<file path="config.mk">
export PLATFORM = sky130hd
export DESIGN_NAME = timer_bcd_param
export DESIGN_NICKNAME = d
export VERILOG_FILES = /design/src/rtl/timer_bcd_param_pkg.sv /design/src/rtl/timer_bcd_param_digit.sv /design/src/rtl/timer_bcd_param.sv
export SDC_FILE = /design/constraint.sdc
export NUM_CORES = 1
export LEC_CHECK = 0
export CORE_MARGIN = 8
export CORE_UTILIZATION = 54
export CTS_CLUSTER_SIZE = 30
export DETAILED_ROUTE_END_ITERATION = 6
export PLACE_DENSITY = 0.91
export SLEW_MARGIN = 20
export SYNTH_ARGS = -nofsm -noshare
export SYNTH_HDL_FRONTEND = slang
export SYNTH_HIERARCHICAL = 1
export SYNTH_SLANG_ARGS = --single-unit
</file>
<file path="constraint.sdc">
create_clock -name clk -period 7.4 [get_ports clk]
set_clock_uncertainty 0.15 [all_clocks]
set_input_delay 0.74 -clock clk [delete_from_list [all_inputs] [get_ports clk]]
set_output_delay 0.74 -clock clk [all_outputs]
set_load 0.01 [all_outputs]
</file>
<file path="src/rtl/timer_bcd_param_pkg.sv">
// rtl/timer_bcd_param_pkg.sv - shared state encodings and BCD digit limits for the mm:ss timer
package timer_pkg;

  typedef enum logic [1:0] {
    ST_IDLE  = 2'd0,
    ST_RUN   = 2'd1,
    ST_PAUSE = 2'd2,
    ST_DONE  = 2'd3
  } state_e;

  localparam logic [3:0] BCD_MAX_UNITS = 4'd9;
  localparam logic [3:0] BCD_MAX_TENS  = 4'd5;

endpackage

</file>
<file path="src/rtl/timer_bcd_param_digit.sv">
// rtl/timer_bcd_param_digit.sv - one BCD digit with saturating load and up/down step
module bcd_digit
  import timer_pkg::*;
#(
  parameter logic [3:0] MAX = BCD_MAX_UNITS
) (
  input  logic       clk,
  input  logic       clear,
  input  logic       load,
  input  logic [3:0] ld_val,
  input  logic       en,
  input  logic       up,
  output logic [3:0] q,
  output logic       term
);

  logic [3:0] q_q, q_d;

  always_comb begin
    q_d = q_q;
    if (load) begin
      q_d = (ld_val > MAX) ? MAX : ld_val;
    end else if (en) begin
      if (up) q_d = (q_q == MAX)  ? 4'd0 : q_q + 4'd1;
      else    q_d = (q_q == 4'd0) ? MAX  : q_q - 4'd1;
    end
  end

  always_ff @(posedge clk) begin
    if (clear) q_q <= 4'd0;
    else       q_q <= q_d;
  end

  assign q    = q_q;
  assign term = up ? (q_q == MAX) : (q_q == 4'd0);

endmodule

</file>
<file path="src/rtl/timer_bcd_param.sv">
// rtl/timer_bcd_param.sv - mm:ss BCD timer with run/pause/done control and terminal saturation
module timer_bcd_param
  import timer_pkg::*;
#(
  parameter int MIN_DIGITS = 2
) (
  input  logic                        clk,
  input  logic                        clear,
  input  logic                        tick,
  input  logic                        load,
  input  logic [4*(MIN_DIGITS+2)-1:0] data,
  input  logic                        start,
  input  logic                        stop,
  input  logic                        up,
  output logic [3:0]                  so,
  output logic [3:0]                  st,
  output logic [4*MIN_DIGITS-1:0]     mins,
  output logic                        zero,
  output logic                        done,
  output logic                        running,
  output logic [1:0]                  state
);

  localparam int N = MIN_DIGITS + 2;

  state_e         state_q, state_d;
  logic           dir_q, dir_d;
  logic           done_q, done_d;
  logic           running_q;
  logic [4*N-1:0] qv;
  logic [N-1:0]   term, en, is_zero, is_max;
  logic           ld_acc, count_en, hit, full, start_ok;

  // Digit 0 = seconds units, 1 = seconds tens, 2.. = minutes LSD upward.
  for (genvar i = 0; i < N; i++) begin : g_digit
    localparam logic [3:0] DMAX = (i == 1) ? BCD_MAX_TENS : BCD_MAX_UNITS;

    if (i == 0) begin : g_en0
      assign en[i] = count_en;
    end else begin : g_enn
      assign en[i] = count_en & (&term[i-1:0]);
    end

    bcd_digit #(.MAX(DMAX)) u_digit (
      .clk   (clk),
      .clear (clear),
      .load  (ld_acc),
      .ld_val(data[4*i +: 4]),
      .en    (en[i]),
      .up    (dir_q),
      .q     (qv[4*i +: 4]),
      .term  (term[i])
    );

    assign is_zero[i] = (qv[4*i +: 4] == 4'd0);
    assign is_max[i]  = (qv[4*i +: 4] == DMAX);
  end

  assign zero     = &is_zero;
  assign full     = &is_max;
  assign count_en = (state_q == ST_RUN) && tick && !stop;
  // The tick that lands on the terminal value: every higher digit already terminal, units one step away.
  assign hit      = count_en && (&term[N-1:1]) &&
                    (dir_q ? (qv[3:0] == 4'd8) : (qv[3:0] == 4'd1));
  assign start_ok = start && (state_q == ST_IDLE || state_q == ST_PAUSE) &&
                    !(up ? full : zero);

  always_comb begin
    state_d = state_q;
    dir_d   = dir_q;
    done_d  = 1'b0;
    ld_acc  = 1'b0;
    if (load && state_q != ST_RUN) begin
      ld_acc  = 1'b1;
      state_d = ST_IDLE;
    end else if (stop) begin
      if (state_q == ST_RUN) state_d = ST_PAUSE;
    end else if (start_ok) begin
      state_d = ST_RUN;
      dir_d   = up;
    end else if (hit) begin
      state_d = ST_DONE;
      done_d  = 1'b1;
    end
  end

  always_ff @(posedge clk) begin
    if (clear) begin
      state_q   <= ST_IDLE;
      dir_q     <= 1'b0;
      done_q    <= 1'b0;
      running_q <= 1'b0;
    end else begin
      state_q   <= state_d;
      dir_q     <= dir_d;
      done_q    <= done_d;
      running_q <= (state_d == ST_RUN);
    end
  end

  assign so      = qv[3:0];
  assign st      = qv[7:4];
  assign mins    = qv[4*N-1:8];
  assign done    = done_q;
  assign running = running_q;
  assign state   = state_q;

endmodule

</file>
Word level (Yosys, flattened, before mapping) --
Cells that the tools add are included.
Storage, ports and cells: register bits 21, output and inout bits 21, ROM bits 0, bits in latches 0, RAM bits 0, memories kept 0
Cells by class: multiply operators 0, multiplexer cells 37, equal/unequal tests 10, reductions and logical operators 26, divide/modulo/power cells 0, add/subtract/negate cells 8, shift operators 0, bitwise logic cells 5, $lt $le $gt $ge 4
Operators by type and width (count):
- 2-to-1 mux 4 bit | 24
- adder 4 x 1 -> 4 bit, second input constant | 4
- equality test 4 bit, second input constant | 4
- zero test 4 bit | 4
- subtractor 4 x 1 -> 4 bit, second input constant | 4
- > comparator 4 bit, second input constant | 3
- 2-to-1 mux 2 bit | 5
- AND reduction 3 bit | 3
- 2-to-1 mux 1 bit | 8
- AND reduction 4 bit | 2
- nonzero test 2 bit | 4
- logical AND 1 bit | 7
- equality test 2 x 1 -> 1 bit, second input constant | 2
- equality test 4 x 1 -> 1 bit, second input constant | 1
- equality test 4 x 3 -> 1 bit, second input constant | 1
- > comparator 4 x 3 -> 1 bit, second input constant | 1
- OR reduction 4 bit | 1
- bitwise AND 1 bit | 3
- equality test 2 bit, second input constant | 1
- zero test 1 bit | 2
- zero test 2 bit | 1
- inequality test 2 x 1 -> 1 bit, second input constant | 1
- inverter 1 bit | 2
- AND reduction 2 bit | 1
- logical OR 1 bit | 1

Logic depth before layout (Yosys ltp) --
depth in word-level cells 10, mapped depth 9

Cells and area by module --
Netlist, hierarchy kept.
Modules (own cells, without submodules):
- bcd_digit (g_digit[0].u_digit ...) | times used 3, cells each 43, area an instance 361.6 µm²
- timer_bcd_param | times used 1, cells each 47, area an instance 432.9 µm²
- bcd_digit (g_digit[1].u_digit) | times used 1, cells each 36, area an instance 297.8 µm²

Worst setup path before layout --
Ideal clock, no wire load.
kind register -> register, start point register dir_q, end point register g_digit[3].u_digit.q_q[1], setup slack 4.815 ns, stages on the path, launching flop included 9, library setup time 0.095 ns, period minus slack after synthesis 2.585 ns, arrival 2.339 ns, data required time 7.155 ns, cells stage by stage dfxtp_1 > and2_2 > a21oi_1 > nor3_1 > and2_1 > and3_1 > o21ai_0 > or3_1 > a221oi_1
On the way: longest elaborated chain between the ends 4
Ends and longest elaborated chain:
- start: declaration | RTL line timer_bcd_param.sv:27 | logic dir_q, dir_d;
- start signal: assignment | RTL line timer_bcd_param.sv:95 | dir_q <= dir_d;
- 2-to-1 mux 1 bit | RTL line timer_bcd_param_digit.sv:35 | assign term = up ? (q_q == MAX) : (q_q == 4'd0);
- net term[0] | RTL line timer_bcd_param.sv:31 | logic [N-1:0] term, en, is_zero, is_max;
- AND reduction 3 bit | RTL line timer_bcd_param.sv:41 | assign en[i] = count_en & (&term[i-1:0]);
- bitwise AND 1 bit | RTL line timer_bcd_param.sv:41
- net en[3] | RTL line timer_bcd_param.sv:31
- nonzero test 2 bit (no line)
- end signal: assignment | RTL line timer_bcd_param_digit.sv:31 | else q_q <= q_d;
- end: declaration | RTL line timer_bcd_param_digit.sv:17 | logic [3:0] q_q, q_d;
The timed path passes the listed nets, and every way through them passes these cells. The select of a mux whose other input is x is not followed. A chain may end at the register's enable or synchronous reset.

Worst setup path after layout --
start point input port stop, end point register g_digit[3].u_digit.q_q[1]
On the way: longest elaborated chain between the ends 4
Ends and longest elaborated chain:
- start: declaration | RTL line timer_bcd_param.sv:13 | input logic stop,
- zero test 1 bit | RTL line timer_bcd_param.sv:61 | assign count_en = (state_q == ST_RUN) && tick && !stop;
- logical AND 1 bit | RTL line timer_bcd_param.sv:61
- net count_en | RTL line timer_bcd_param.sv:32 | logic ld_acc, count_en, hit, full, start_ok;
- bitwise AND 1 bit | RTL line timer_bcd_param.sv:41
- net en[3] | RTL line timer_bcd_param.sv:31
- nonzero test 2 bit (no line)
The timed path passes the listed nets, and every way through them passes these cells.

==> key figures <==
Power and ir drop
  • Leakage power: 0.0007994 uW
  • PwrDens: 129.7 nW/um^2
  • Worst ir drop on vdd: 0.06693 mV

Floorplanning
  • Starting Density: 55.28%
  • Total die area: 5473 um^2
  • Die X: 73.98 um
  • Die H: 73.98 um
  • Site row count: 21
  • I/O pin total: 44
  • CORE AREA: 3284 um^2

Logic synthesis
  • Syn avg cell area: 8.564 um^2
  • Main synth FF type: dfxtp_1
  • Syn Inst Count: 212
  • Post-synth ARST share: 0%
  • Synth top area share: 23.16%
  • Top cells by area, synth: dfxtp_1 23%, nor4_4 5.9%, buf_6 4.3%, a21oi_1 3.9%, xor2_1 3.9%
  • Sequential area share after synthesis: 23.16%
  • Top cells by instance count after synthesis: 21 x dfxtp_1, 16 x nor2_1, 14 x a21oi_1
  • Yosys cell types: 54
  • Synth warnings: 6
  • Syn Nets: 235
  • Most frequent cell after synthesis: dfxtp_1
  • Count of state elements after synthesis: 21
  • Number of flops mapped to enable cells by yosys: 0
  • Yosys top cell by area: dfxtp_1
  • Synthesized cell area: 1815 um^2

STA
  • Total negative slack: 0 ns
  • Crit share post-route: 41.75%
  • Final setup viols: 0
  • RSZ-0062 raised after global routing: no
  • Worst-Margin Slew: 0.5391 ns
  • Slew Limit Fails: 0
  • Highest clock rate: 323.7 MHz
  • Final min period: 3.090 ns
  • Worst slew margin: 64.01%
  • Final hold slack: 0.4955 ns
  • Final hold violation count: 0

Setup path
  • Startpoint types: primary input
  • Largest stage delay, worst path: 0.50 ns
  • CP max stage cell: clkdlybuf4s50_1
  • CP arrival: 3.17 ns
  • CP cell instances: clkdlybuf4s50_1 > nor3b_2 > and2_1 > and3_1 > o21ai_0 > or3_1 > a221oi_1
  • Crit. End Element: flip-flop
  • WS Path Type: in -> reg
  • WP data required: 7.48 ns
  • Crit Path Max Fanout: 9

Final layout
  • Area delta synth->final: 22.05%
  • Final instance area: 2216 um^2
  • Ant diodes: 0
  • Post-route insts no fill: 293
  • Layout net count: 271
  • Share of cells above drive strength 1: 10.53%

Place
  • DP Cell Count: 289
  • PortBufs: 43
  • RePlAce Congestion: 0.8873
  • Placed cell area: 2190 um^2
  • HPWL Detailed: 3344 um

Global routing
  • Vias in the first global route: 1710
  • First-pass GRT wire length: 7817 um
  • Largest net degree at the start of global routing: 38
  • GRT Total Usage: 17.57%
  • Initial antenna violation count: 0
  • GRT overflow: 0

CTS
  • CTS max path bufs: 2
  • CTS Buf Count: 3
  • Clock root cell: clkbuf_4
  • Clk_lat worst skew: 0.31 ns
  • CTS resizes: 0
  • H-tree depth: 1
  • Sink Count: 21
  • CTS tree: built
  • CTS Hold Bufs: 0
  • Clk slew on worst S/H paths: 0.13 ns
  • Postcts setup bufs: 0

Routing
  • Post-DRT Antenna Nets: 0
  • Pre-antenna DRT Iters: 4
  • DRC marker count from the first detailed-route iteration: 213
  • Final wirelength: 4639 um
  • Vias per cell: 6.256
  • Wire per inst: 15.83 um
  • DRC: 0
  • DR vias: 1833

Status
  • Status: finished, final reports clean

Flow run
  • Max_cap viols: 0

Min path
  • HP Class: reg -> reg
metrics by stage:
| stage | total power (uW) | setup WS [ns] | utilization, % |
|---|---|---|---|
| 2_1_floorplan | 198.5 | 4.815 | - |
| 4_1_cts | 289.1 | 4.321 | 67.47 |
| 6_report | 287.4 | 4.310 | 67.47 |
| 3_5_place_dp | 230.9 | 3.991 | 66.67 |
| 5_1_grt | 303.7 | 4.120 | 67.47 |
| 3_3_place_gp | 228.3 | 4.119 | 66.67 |
area by class of cell:
class / count / area, um^2
Multi-Input combinational cell: 165 / 1221
Fill cell: 262 / 1069
Inverter: 12 / 45.04
Tap cell: 46 / 57.56
Timing Repair Buffer: 45 / 445.4
Sequential cell: 21 / 420.4
Clock buffer: 4 / 26.28
report_power, final:
part	total [uW]	internal (uW)	switching, uW
clock	58.3	21.0	37.3
combinational	89.9	50.2	39.7
sequential	139	119	20.0
total	287	190	97.0
state kept, by name, summed over array words and instances, names as in the netlist:
name	cells
g_digit.u_digit/q	16
state	2
dir_q	1
done	1
running	1
routing by layer:
metal | GRT usage (%) | wire (um) | share of wire (%)
met4 | 7.982 | 126 | 2.7
met5 | 0 | 0 | 0
met3 | 2.965 | 285 | 6.1
met1 | 21.51 | 2031 | 44
met2 | 29.20 | 2196 | 47
cells by family (layout without fill, tap and decap cells):
logic type             after synthesis  in the layout  share of synthesized area (%)
AO/OA/AOI/OAI                       68             68                          28.12
XOR/XNOR                            12             12                          5.789
buffers and inverters               26             61                          9.579
flip-flops                          21             21                          23.16
AND/OR/NAND/NOR                     85             85                          33.36
layout by cell type (no fill, tap or decap), types with 2 or more instances in the layout:
cell type	instances
o22ai_2	3
dfxtp_1	21
a311oi_1	6
nand3_1	5
or4b_1	3
nor2_1	16
a211oi_1	7
and2b_2	3
a31oi_1	3
or3_1	4
a221oi_1	3
o311a_1	2
clkdlybuf4s50_1	43
clkbuf_4	3
nor4b_1	4
o31ai_1	2
a21oi_1	14
and2_2	3
nand2_1	4
buf_4	2
o21ai_0	11
o2bb2ai_1	3
xor2_1	8
nand4_1	2
nor3b_1	6
o211ai_1	2
nor3_1	12
nor4_4	5
a22o_1	2
xnor2_1	4
nor4_1	2
inv_1	12
and3_1	5
final timing paths:
| path | from | endpoint | slack (ns) | depth (start not counted) |
|---|---|---|---|---|
| setup / recovery | stop | g_digit[3].u_digit/q[1] | 4.31 | 7 |
| hold / removal | g_digit[1].u_digit/q[3] | g_digit[1].u_digit/q[3] | 0.50 | 2 |
| setup reg to reg | g_digit[0].u_digit/q[0] | g_digit[3].u_digit/q[1] | 4.57 | 8 |
| hold reg to reg | g_digit[1].u_digit/q[3] | g_digit[1].u_digit/q[3] | 0.50 | 2 |
worst max-delay path, delay by kind of cell:
kind | cells | cell delay, ns
buf+inv | 1 | 0.50
compound gates | 2 | 0.42
simple gates | 4 | 1.50
(Power assumes the default switching activity.)
